File: src/rtl/tx_sweep_ctrl_if.sv
// Bundle of sweep request/config inputs and tx-core drive outputs for tx_sweep_ctrl.
// master = sweep requester / tx-core side, slave = the sweep controller.
interface tx_sweep_ctrl_if #(
  parameter int DWELL_W = 16
);
  logic               start;
  logic               abort;
  logic [15:0]        cfg_start_inc;
  logic [15:0]        cfg_stop_inc;
  logic [15:0]        cfg_step_inc;
  logic [DWELL_W-1:0] cfg_dwell;
  logic [4:0]         cfg_output_select;
  logic [4:0]         mute_select;
  logic [4:0]         output_select;
  logic [15:0]        lo_dds_phase_inc;
  logic               busy;
  logic               done;
  logic               step_strobe;
  logic               cfg_error;
  logic [15:0]        step_index;

  modport master (
    output start, abort, cfg_start_inc, cfg_stop_inc, cfg_step_inc, cfg_dwell,
           cfg_output_select, mute_select,
    input  output_select, lo_dds_phase_inc, busy, done, step_strobe, cfg_error, step_index
  );

  modport slave (
    input  start, abort, cfg_start_inc, cfg_stop_inc, cfg_step_inc, cfg_dwell,
           cfg_output_select, mute_select,
    output output_select, lo_dds_phase_inc, busy, done, step_strobe, cfg_error, step_index
  );
endinterface

File: src/rtl/tx_sweep_ctrl.sv
// Stepped-tone sweep controller: mutes the tx core around every LO phase-increment change.
// Define TX_SWEEP_LOOP_EN to restart the sweep from the start tone instead of finishing.
module tx_sweep_ctrl #(
  parameter int SETTLE_CYCLES = 8,
  parameter int DWELL_W       = 16
) (
  input  logic           clock,
  input  logic           reset,
  tx_sweep_ctrl_if.slave bus
);
  typedef enum logic [2:0] {S_IDLE, S_SETTLE, S_DWELL, S_STEP, S_DONE} state_t;

  localparam logic [7:0] SETTLE_LAST = 8'(SETTLE_CYCLES - 1);

  state_t             r_state, w_state_next;
  logic [15:0]        r_stop_inc, w_stop_inc_next;
  logic [15:0]        r_step_inc, w_step_inc_next;
  logic [DWELL_W-1:0] r_dwell, w_dwell_next;
  logic [4:0]         r_osel_cfg, w_osel_cfg_next;
  logic [7:0]         r_settle_cnt, w_settle_cnt_next;
  logic [DWELL_W-1:0] r_dwell_cnt, w_dwell_cnt_next;
  logic [4:0]         r_output_select, w_output_select_next;
  logic [15:0]        r_lo_inc, w_lo_inc_next;
  logic               r_busy, w_busy_next;
  logic               r_done, w_done_next;
  logic               r_strobe, w_strobe_next;
  logic               r_cfg_error, w_cfg_error_next;
  logic [15:0]        r_step_index, w_step_index_next;
`ifdef TX_SWEEP_LOOP_EN
  logic [15:0]        r_start_inc, w_start_inc_next;
`endif

  logic [16:0]        w_sum;
  logic               w_advance;
  logic               w_to_done;
  logic [DWELL_W-1:0] w_dwell_last;

  // 17-bit sum so a wrap past 0xFFFF ends the sweep instead of aliasing to a low tone
  assign w_sum        = {1'b0, r_lo_inc} + {1'b0, r_step_inc};
  assign w_advance    = !w_sum[16] && (w_sum[15:0] <= r_stop_inc) && (r_step_inc != 16'd0);
  assign w_dwell_last = (r_dwell == '0) ? '0 : r_dwell - DWELL_W'(1);

  always_comb begin
    w_state_next         = r_state;
    w_stop_inc_next      = r_stop_inc;
    w_step_inc_next      = r_step_inc;
    w_dwell_next         = r_dwell;
    w_osel_cfg_next      = r_osel_cfg;
    w_settle_cnt_next    = r_settle_cnt;
    w_dwell_cnt_next     = r_dwell_cnt;
    w_output_select_next = r_output_select;
    w_lo_inc_next        = r_lo_inc;
    w_busy_next          = r_busy;
    w_done_next          = 1'b0;
    w_strobe_next        = 1'b0;
    w_cfg_error_next     = r_cfg_error;
    w_step_index_next    = r_step_index;
`ifdef TX_SWEEP_LOOP_EN
    w_start_inc_next     = r_start_inc;
`endif
    w_to_done            = 1'b0;

    // abort pre-empts whatever the active states would otherwise do this cycle
    if (bus.abort && (r_state == S_SETTLE || r_state == S_DWELL || r_state == S_STEP)) begin
      w_to_done = 1'b1;
    end else begin
      case (r_state)
        S_IDLE: begin
          if (bus.start && !bus.abort) begin
            w_stop_inc_next   = bus.cfg_stop_inc;
            w_step_inc_next   = bus.cfg_step_inc;
            w_dwell_next      = bus.cfg_dwell;
            w_osel_cfg_next   = bus.cfg_output_select;
`ifdef TX_SWEEP_LOOP_EN
            w_start_inc_next  = bus.cfg_start_inc;
`endif
            w_step_index_next = 16'd0;
            w_cfg_error_next  = 1'b0;
            if (bus.cfg_start_inc > bus.cfg_stop_inc) begin
              w_cfg_error_next = 1'b1;
              w_to_done        = 1'b1;
            end else begin
              w_state_next         = S_SETTLE;
              w_lo_inc_next        = bus.cfg_start_inc;
              w_busy_next          = 1'b1;
              w_output_select_next = bus.mute_select;
              w_settle_cnt_next    = SETTLE_LAST;
            end
          end
        end
        S_SETTLE: begin
          if (r_settle_cnt == 8'd0) begin
            w_state_next         = S_DWELL;
            w_output_select_next = r_osel_cfg;
            w_strobe_next        = 1'b1;
            w_dwell_cnt_next     = w_dwell_last;
          end else begin
            w_settle_cnt_next    = r_settle_cnt - 8'd1;
            w_output_select_next = bus.mute_select;
          end
        end
        S_DWELL: begin
          if (r_dwell_cnt == '0) begin
            w_state_next         = S_STEP;
            w_output_select_next = bus.mute_select;
          end else begin
            w_dwell_cnt_next = r_dwell_cnt - DWELL_W'(1);
          end
        end
        S_STEP: begin
          w_output_select_next = bus.mute_select;
          if (w_advance) begin
            w_lo_inc_next     = w_sum[15:0];
            w_step_index_next = r_step_index + 16'd1;
            w_state_next      = S_SETTLE;
            w_settle_cnt_next = SETTLE_LAST;
          end else begin
`ifdef TX_SWEEP_LOOP_EN
            // a zero step is a single-tone request and still finishes
            if (r_step_inc != 16'd0) begin
              w_lo_inc_next     = r_start_inc;
              w_step_index_next = 16'd0;
              w_state_next      = S_SETTLE;
              w_settle_cnt_next = SETTLE_LAST;
            end else begin
              w_to_done = 1'b1;
            end
`else
            w_to_done = 1'b1;
`endif
          end
        end
        S_DONE:  w_state_next = S_IDLE;
        default: w_state_next = S_IDLE;
      endcase
    end

    if (w_to_done) begin
      w_state_next         = S_DONE;
      w_done_next          = 1'b1;
      w_busy_next          = 1'b0;
      w_strobe_next        = 1'b0;
      w_output_select_next = bus.mute_select;
    end
  end

  always_ff @(posedge clock) begin
    if (reset) begin
      r_state         <= S_IDLE;
      r_stop_inc      <= 16'd0;
      r_step_inc      <= 16'd0;
      r_dwell         <= '0;
      r_osel_cfg      <= 5'd0;
      r_settle_cnt    <= 8'd0;
      r_dwell_cnt     <= '0;
      r_output_select <= 5'd0;
      r_lo_inc        <= 16'd0;
      r_busy          <= 1'b0;
      r_done          <= 1'b0;
      r_strobe        <= 1'b0;
      r_cfg_error     <= 1'b0;
      r_step_index    <= 16'd0;
`ifdef TX_SWEEP_LOOP_EN
      r_start_inc     <= 16'd0;
`endif
    end else begin
      r_state         <= w_state_next;
      r_stop_inc      <= w_stop_inc_next;
      r_step_inc      <= w_step_inc_next;
      r_dwell         <= w_dwell_next;
      r_osel_cfg      <= w_osel_cfg_next;
      r_settle_cnt    <= w_settle_cnt_next;
      r_dwell_cnt     <= w_dwell_cnt_next;
      r_output_select <= w_output_select_next;
      r_lo_inc        <= w_lo_inc_next;
      r_busy          <= w_busy_next;
      r_done          <= w_done_next;
      r_strobe        <= w_strobe_next;
      r_cfg_error     <= w_cfg_error_next;
      r_step_index    <= w_step_index_next;
`ifdef TX_SWEEP_LOOP_EN
      r_start_inc     <= w_start_inc_next;
`endif
    end
  end

  assign bus.output_select    = r_output_select;
  assign bus.lo_dds_phase_inc = r_lo_inc;
  assign bus.busy             = r_busy;
  assign bus.done             = r_done;
  assign bus.step_strobe      = r_strobe;
  assign bus.cfg_error        = r_cfg_error;
  assign bus.step_index       = r_step_index;
endmodule

File: src/flat_wrapper.sv
// flat-port wrapper written by rule: the top's interface ports become plain ports
module tx_sweep_ctrl_flat 
#(
  parameter int SETTLE_CYCLES = 8,
  parameter int DWELL_W       = 16
)
  (clock, reset, bus_start, bus_abort, bus_cfg_start_inc, bus_cfg_stop_inc, bus_cfg_step_inc, bus_cfg_dwell, bus_cfg_output_select, bus_mute_select, bus_output_select, bus_lo_dds_phase_inc, bus_busy, bus_done, bus_step_strobe, bus_cfg_error, bus_step_index);
  tx_sweep_ctrl_if #(.DWELL_W(DWELL_W)) bus_i ();
  input  logic clock;
  input  logic reset;
  input wire logic [$bits(bus_i.start)-1:0] bus_start;
  input wire logic [$bits(bus_i.abort)-1:0] bus_abort;
  input wire logic [$bits(bus_i.cfg_start_inc)-1:0] bus_cfg_start_inc;
  input wire logic [$bits(bus_i.cfg_stop_inc)-1:0] bus_cfg_stop_inc;
  input wire logic [$bits(bus_i.cfg_step_inc)-1:0] bus_cfg_step_inc;
  input wire logic [$bits(bus_i.cfg_dwell)-1:0] bus_cfg_dwell;
  input wire logic [$bits(bus_i.cfg_output_select)-1:0] bus_cfg_output_select;
  input wire logic [$bits(bus_i.mute_select)-1:0] bus_mute_select;
  output wire logic [$bits(bus_i.output_select)-1:0] bus_output_select;
  output wire logic [$bits(bus_i.lo_dds_phase_inc)-1:0] bus_lo_dds_phase_inc;
  output wire logic [$bits(bus_i.busy)-1:0] bus_busy;
  output wire logic [$bits(bus_i.done)-1:0] bus_done;
  output wire logic [$bits(bus_i.step_strobe)-1:0] bus_step_strobe;
  output wire logic [$bits(bus_i.cfg_error)-1:0] bus_cfg_error;
  output wire logic [$bits(bus_i.step_index)-1:0] bus_step_index;
  assign bus_i.start = bus_start;
  assign bus_i.abort = bus_abort;
  assign bus_i.cfg_start_inc = bus_cfg_start_inc;
  assign bus_i.cfg_stop_inc = bus_cfg_stop_inc;
  assign bus_i.cfg_step_inc = bus_cfg_step_inc;
  assign bus_i.cfg_dwell = bus_cfg_dwell;
  assign bus_i.cfg_output_select = bus_cfg_output_select;
  assign bus_i.mute_select = bus_mute_select;
  assign bus_output_select = bus_i.output_select;
  assign bus_lo_dds_phase_inc = bus_i.lo_dds_phase_inc;
  assign bus_busy = bus_i.busy;
  assign bus_done = bus_i.done;
  assign bus_step_strobe = bus_i.step_strobe;
  assign bus_cfg_error = bus_i.cfg_error;
  assign bus_step_index = bus_i.step_index;
  tx_sweep_ctrl #(.SETTLE_CYCLES(SETTLE_CYCLES), .DWELL_W(DWELL_W)) u_core (.clock(clock), .reset(reset), .bus(bus_i));
endmodule
File: config.mk
export PLATFORM = sky130hd
export DESIGN_NAME = tx_sweep_ctrl_flat
export DESIGN_NICKNAME = d
export VERILOG_FILES = /design/src/rtl/tx_sweep_ctrl_if.sv /design/src/rtl/tx_sweep_ctrl.sv /design/src/flat_wrapper.sv
export SDC_FILE = /design/constraint.sdc
export NUM_CORES = 1
export LEC_CHECK = 0
export ABC_AREA = 1
export ABC_CLOCK_PERIOD_IN_PS = 4850
export CAP_MARGIN = 15
export CORE_ASPECT_RATIO = 0.6
export CORE_MARGIN = 2
export CORE_UTILIZATION = 46
export DETAILED_ROUTE_END_ITERATION = 8
export PLACE_DENSITY = 0.7
export SETUP_SLACK_MARGIN = 0.02
export SLEW_MARGIN = 10
export SYNTH_ARGS = -nofsm -noshare
export SYNTH_HDL_FRONTEND = slang
export SYNTH_SLANG_ARGS = --single-unit
File: constraint.sdc
create_clock -name clock -period 4.85 [get_ports clock]
set_input_delay 0.97 -clock clock [delete_from_list [all_inputs] [get_ports clock]]
set_output_delay 0.97 -clock clock [all_outputs]
set_load 0.05 [all_outputs]
# Yosys cells after proc, flatten, opt, wreduce, memory -nomap -nowiden
# Cells that the tools add are included.
[word_totals]
regBits = 121
input_bits = 78
word_cells = 107
[op_classes]
n_addsub = 5
magnitude_cmp = 2
n_eq_ne = 16
muxes = 38
n_bitwise = 3
n_reduce_logical = 28
[op_table]
columns = ["operator", "n"]
rows = [
  ["16-bit two-way mux", 8],
  ["16-bit one-hot mux with 2 select lines", 3],
  ["16-bit zero test", 2],
  ["8-bit two-way mux", 4],
  ["16-bit by 1-bit subtractor with 16-bit output (second input constant)", 2],
  ["5-bit two-way mux", 6],
  ["8-bit one-hot mux with 3 select lines", 1],
  ["3-bit two-way mux", 7],
  ["5-bit one-hot mux with 4 select lines", 1],
  ["6-bit AND reduction", 3],
  ["16-bit by 16-bit adder with 17-bit output", 1],
  ["16-bit by 1-bit adder with 16-bit output (second input constant)", 1],
  ["16-bit > comparator", 1],
  ["16-bit less-or-equal comparator", 1],
  ["16-bit nonzero test", 1],
  ["3-bit one-hot mux with 4 select lines", 1],
  ["4-bit AND reduction", 3],
  ["2-bit inequality test (second input constant)", 5],
  ["5-bit AND reduction", 2],
  ["3-bit by 2-bit inequality test with 1-bit output (second input constant)", 3],
  ["8-bit zero test", 1],
  ["8-bit by 1-bit subtractor with 8-bit output (second input constant)", 1],
  ["3-bit by 2-bit equality test with 1-bit output (second input constant)", 2],
  ["1-bit two-way mux", 6],
  ["other kinds (15)", 26],
]

# Logic depth before layout (Yosys ltp)
[depth]
word_depth = 9
depth_mapped = 28
mapped_depth_nobuf = 28

# Worst setup path after synthesis
# OpenSTA, ideal clock, no wires.
[synth_timing]
path_kind = "flip-flop to flip-flop"
start = "register u_core.r_lo_inc[0] (netlist: u_core.bus.lo_dds_phase_inc[0])"
end = "register u_core.r_step_index[7] (netlist: u_core.bus.step_index[7])"
arrival_time_ns = 3.538
required_time_ns = 4.715
setup_slack_ns = 1.177
path_stages_with_launch = 25
path_buffers = 1
synth_period_minus_slack_ns = 3.673
cell_sequence = "dfxtp_1 > ha_1 > inv_1 > fa_1 > inv_1 > nand3_1 > nand2_1 > nand2_1 > nand3_2 > a21oi_1 > or2_2 > and2_1 > ha_1 > nand2_1 > nor2_1 > nand4_1 > inv_1 > nand4_1 > nand2_1 > nand3_2 > nand2_4 > nand3_4 > buf_2 > nand2_1 > a21oi_2"
[synth_between]
elab_chain_cells = 6
elab_cells_between_ends = 7
[synth_rtl]
columns = ["element", "line", "source"]
rows = [
  ["start: declaration", "tx_sweep_ctrl.sv:23", "logic [15:0] r_lo_inc, w_lo_inc_next;"],
  ["start signal: assignment", "tx_sweep_ctrl.sv:175", "r_lo_inc <= w_lo_inc_next;"],
  ["16-bit by 16-bit adder with 17-bit output *", "tx_sweep_ctrl.sv:39", "assign w_sum = {1'b0, r_lo_inc} + {1'b0, r_step_inc};"],
  ["16-bit less-or-equal comparator / 1-bit zero test (equally long branches)", "tx_sweep_ctrl.sv:40", "assign w_advance = !w_sum[16] && (w_sum[15:0] <= r_stop_inc) && (r_step_inc != 16'd0);"],
  ["1-bit logical AND * (2 in series)", "tx_sweep_ctrl.sv:40", ""],
  ["2-bit by 1-bit inequality test with 1-bit output (no source line) *", "--", ""],
  ["4-bit AND reduction (no source line) *", "--", ""],
  ["end signal: assignment", "tx_sweep_ctrl.sv:180", "r_step_index <= w_step_index_next;"],
  ["end: declaration", "tx_sweep_ctrl.sv:28", "logic [15:0] r_step_index, w_step_index_next;"],
]
# Every way passes the cells marked *; elsewhere a longest branch is shown, timed or not.
# A chain may end at the register's enable or synchronous reset.

# Worst setup path in the final report
[layout_timing]
start = "register u_core.r_step_inc[0]"
end = "register u_core.r_step_index[6] (netlist: u_core.bus.step_index[6])"
[layout_between]
elab_chain_cells = 6
elab_cells_between_ends = 8
[layout_rtl]
columns = ["element", "line", "source"]
rows = [
  ["start: declaration", "tx_sweep_ctrl.sv:17", "logic [15:0] r_step_inc, w_step_inc_next;"],
  ["start signal: assignment", "tx_sweep_ctrl.sv:169", "r_step_inc <= w_step_inc_next;"],
  ["16-bit by 16-bit adder with 17-bit output", "tx_sweep_ctrl.sv:39", ""],
  ["16-bit less-or-equal comparator / 1-bit zero test (equally long branches)", "tx_sweep_ctrl.sv:40", ""],
  ["1-bit logical AND", "tx_sweep_ctrl.sv:40", ""],
  ["1-bit logical AND *", "tx_sweep_ctrl.sv:40", ""],
  ["2-bit by 1-bit inequality test with 1-bit output (no source line) *", "--", ""],
  ["4-bit AND reduction (no source line) *", "--", ""],
]
# Marks and branches as above.

==> flow_summary.ini <==
[route]
vias = 7686
routed_wl_um = 22580
ant_nets = 0
wire_per_inst_um = 15.24
viasPerCell = 5.186
dr.pass1.iters = 5
drt-initial-drc-count = 707
drcViolationCount = 0

[clock_tree]
clk_path_buf_depth = 2
cts.clk_slew.worst_paths_ns = 0.06
cts_root_buf = clkbuf_16
cts_tree = done
cts_setup_buffers = 0
h-tree-depth = 4
numCtsBuffers = 17
clock_sink_count = 121
cts_resized = 0
clk_latency_ns = 0.41
cts_hold_buf = 0

[pwr]
powerDensity_mw_per_mm2 = 629.5
ir_drop_mv = 0.2928
p_sw_w = 0.002830
seqPwrFrac_pct = 24.4
switching_share_pct = 46.64
p_leak_nw = 4.271
comb_power_share_pct = 53.5
p_clk_share_pct = 22.1
intPower_w = 0.003238
power.total_w = 0.006067

[sta]
tightest_slew_ns = 0.9645
skew_ns = 0.01230
period_share_pct = 82.98
drv_slew = 0
hold_violations = 0
max_freq_mhz = 248.5
tns_ns = 0
setup_violations = 0
final.setup.worst_slack_ns = 0.8253
relSlewSlack_pct = 35.30
rsz0062_at_grt = false
period_needed_ns = 4.025

[worst_hold_path]
min_path_cells = 2
hp-class = reg2reg
min-delay-start = u_core.r_dwell_cnt[1]
worstHoldEndpoint = u_core.r_dwell_cnt[1]

[final_layout]
syn_to_final_growth_pct = 26.05
postLayoutCoreUtil_pct = 59.28
fill_cells = 1502
drive_gt1_share_pct = 6.938
multi_input_area_mm2 = 0.004556
fin_nets = 1374
design_area_mm2 = 0.009639
regArea_mm2 = 0.002422
diodes = 0

[grt]
grt_max_degree = 57
grt_overflow = 0
antenna_found_initial = 0
gr-usage-all-layers_pct = 25.98
grt_pass1_vias = 7021
grt_pass1_wl_um = 36580

[yosys]
netlist_area_mm2 = 0.007647
synth_edf_count = 0
ys_ff_latch = 121
synth-seq-area-share_pct = 31.68
syn_nets = 1265
synth_top_area_share_pct = 31.68
yosysWarnings = 0
synth_top_area_cell = dfxtp_1
ys_top_cells_by_area = dfxtp_1 32%, nand2_1 12%, ha_1 8.5%, nor2_1 7.8%, o21ai_0 6.2%
syn_area_per_cell_um2 = 6.744
synthArstFlopShare_pct = 0
ys.flop_type = dfxtp_1
syn_inst = 1134
ys_types = 47

[floorplan]
core_area_mm2 = 0.01626
dieArea_mm2 = 0.01771
die_h_um = 103.9
start_util_pct = 47.03
die_width_um = 170.5
rows = 36
io_pins = 119

[placement]
placed_cell_area_mm2 = 0.009016
dp_slack_ns = 0.8906
routabilityCongestion = 0.9569
dp_hpwl_um = 16540
portBuffers = 118

[critical_path]
rrSetupSlack_ns = 0.83
path_max_fanout = 18
r2r_cells = 26
start_kind = flop
critPathLaunch = u_core.r_step_inc[0]
critPathRequiredTime_ns = 5.16
critical_path_arrival_ns = 4.33
r2r_end = u_core.bus.step_index[6]
path_class = reg2reg
end_kind = flop
r2r_start = u_core.r_step_inc[0]

[status]
status = finished, final reports clean

[run]
drv_cap = 0
==> per-layer routing <==
metal	routed length, um	share of wire [%]	GRT usage [%]	vias to the layer above
li1	-	-	-	3909
met1	12130	54	43.17	3451
met3	2259	10	6.393	14
met2	8053	36	32.46	312
met4	138	0.61	5.067	0
met5	0	0	0	-
==> worst max path at each step <==
stage                                    end  cells past startpoint
CTS                 u_core.bus.step_index[6]                     26
floorplan           u_core.bus.step_index[7]                     24
finish              u_core.bus.step_index[6]                     26
detailed placement  u_core.bus.step_index[6]                     26
global placement    u_core.bus.step_index[6]                     25
global route        u_core.bus.step_index[6]                     26
==> registers in the layout, summed over array words and instances (netlist names) <==
signal                       flops
u_core.bus.cfg_error             1
u_core.r_state                   3
u_core.r_dwell_cnt              16
u_core.bus.output_select         5
u_core.bus.done                  1
u_core.r_settle_cnt              8
u_core.bus.step_index           16
u_core.r_step_inc               16
u_core.bus.busy                  1
u_core.r_stop_inc               16
u_core.r_dwell                  16
u_core.bus.lo_dds_phase_inc     16
u_core.r_osel_cfg                5
u_core.bus.step_strobe           1
==> power by group through the flow <==
stage	combinational, W	sequential, W	clock, W
final	0.00325	0.00148	0.00134
after global routing	0.00364	0.00151	0.00139
after detailed placement	0.00316	0.00149	0
after CTS	0.00320	0.00147	0.00134
after floorplan	0.00213	0.00170	0
after global placement	0.00312	0.00149	0
==> per-stage QoR <==
step,cells,hold WS [ns]
floorplan,1134,0.4479
global placement,1452,0.4652
detailed placement,1452,0.4692
CTS,1482,0.4784
global route,1482,0.5154
finish,1482,0.4797
==> logic make-up (layout without fill, tap and decap cells) <==
family | after synthesis | in the layout | share of synthesized area (%)
compound gates | 235 | 235 | 16.92
simple gates | 506 | 506 | 28.29
buf+inv | 171 | 291 | 8.851
flops | 121 | 121 | 31.68
fa+ha+maj | 53 | 53 | 8.770
xor+xnor | 48 | 48 | 5.497
==> Yosys cell counts, types with 2 or more instances <==
master	count
nand2_1	242
nor2_1	158
inv_1	123
dfxtp_1	121
o21ai_0	94
a21oi_1	89
ha_1	52
xor2_1	40
nand3_1	36
clkbuf_1	23
nand4_1	16
nor3_1	16
a21oi_2	13
nand2_2	12
buf_2	9
o21ai_1	9
o21bai_1	8
xnor2_1	8
inv_2	7
nor4_1	7
a31oi_1	5
a211oi_1	4
and2_1	4
a21o_1	3
clkinv_1	3
nand3_2	3
or2_2	3
a21boi_0	2
a22oi_1	2
buf_1	2
nand4_2	2
o21a_1	2
o22ai_1	2
==> critical path: stages (launching register included) <==
cell and delay, ns:
dfxtp_1 0.37, ha_1 0.19, inv_1 0.06, fa_1 0.40, inv_1 0.07, nand3_1 0.06, nand2_1 0.12, nand2_1 0.08
nand3_2 0.12, a21oi_1 0.12, o21bai_1 0.21, nand2_1 0.09, and2_1 0.17, ha_1 0.26, nand2_1 0.05, nor2_1 0.13
nand4_1 0.09, inv_1 0.08, nand4_1 0.07, nand2_1 0.11, nand3_2 0.13, nand2_4 0.16, nand3_4 0.22, clkinv_2 0.31
nand3_1 0.11, nand2_1 0.07, nor2_1 0.04
==> cell usage in the layout, fill, tap and decap left out, types with 13 or more instances in the layout <==
cell and instances:
clkbuf_16 17, nor2_1 157, nor3_1 16, clkdlybuf4s50_1 118, o21ai_0 94, dfxtp_1 121
a21oi_2 13, nand2_1 242, nand4_1 16, ha_1 52, inv_1 122, a21oi_1 89
nand3_1 36, xor2_1 40
==> cell type report <==
type	instances	area share (%)
multi-input cells	842	47.26
flip-flops and latches	121	25.13
repair buffers	127	12.95
clock buffers	24	5.309
inverters	134	5.231
well taps	228	2.960
clock inverters	6	1.155
No activity file was read; power rests on OpenSTA's default activity.
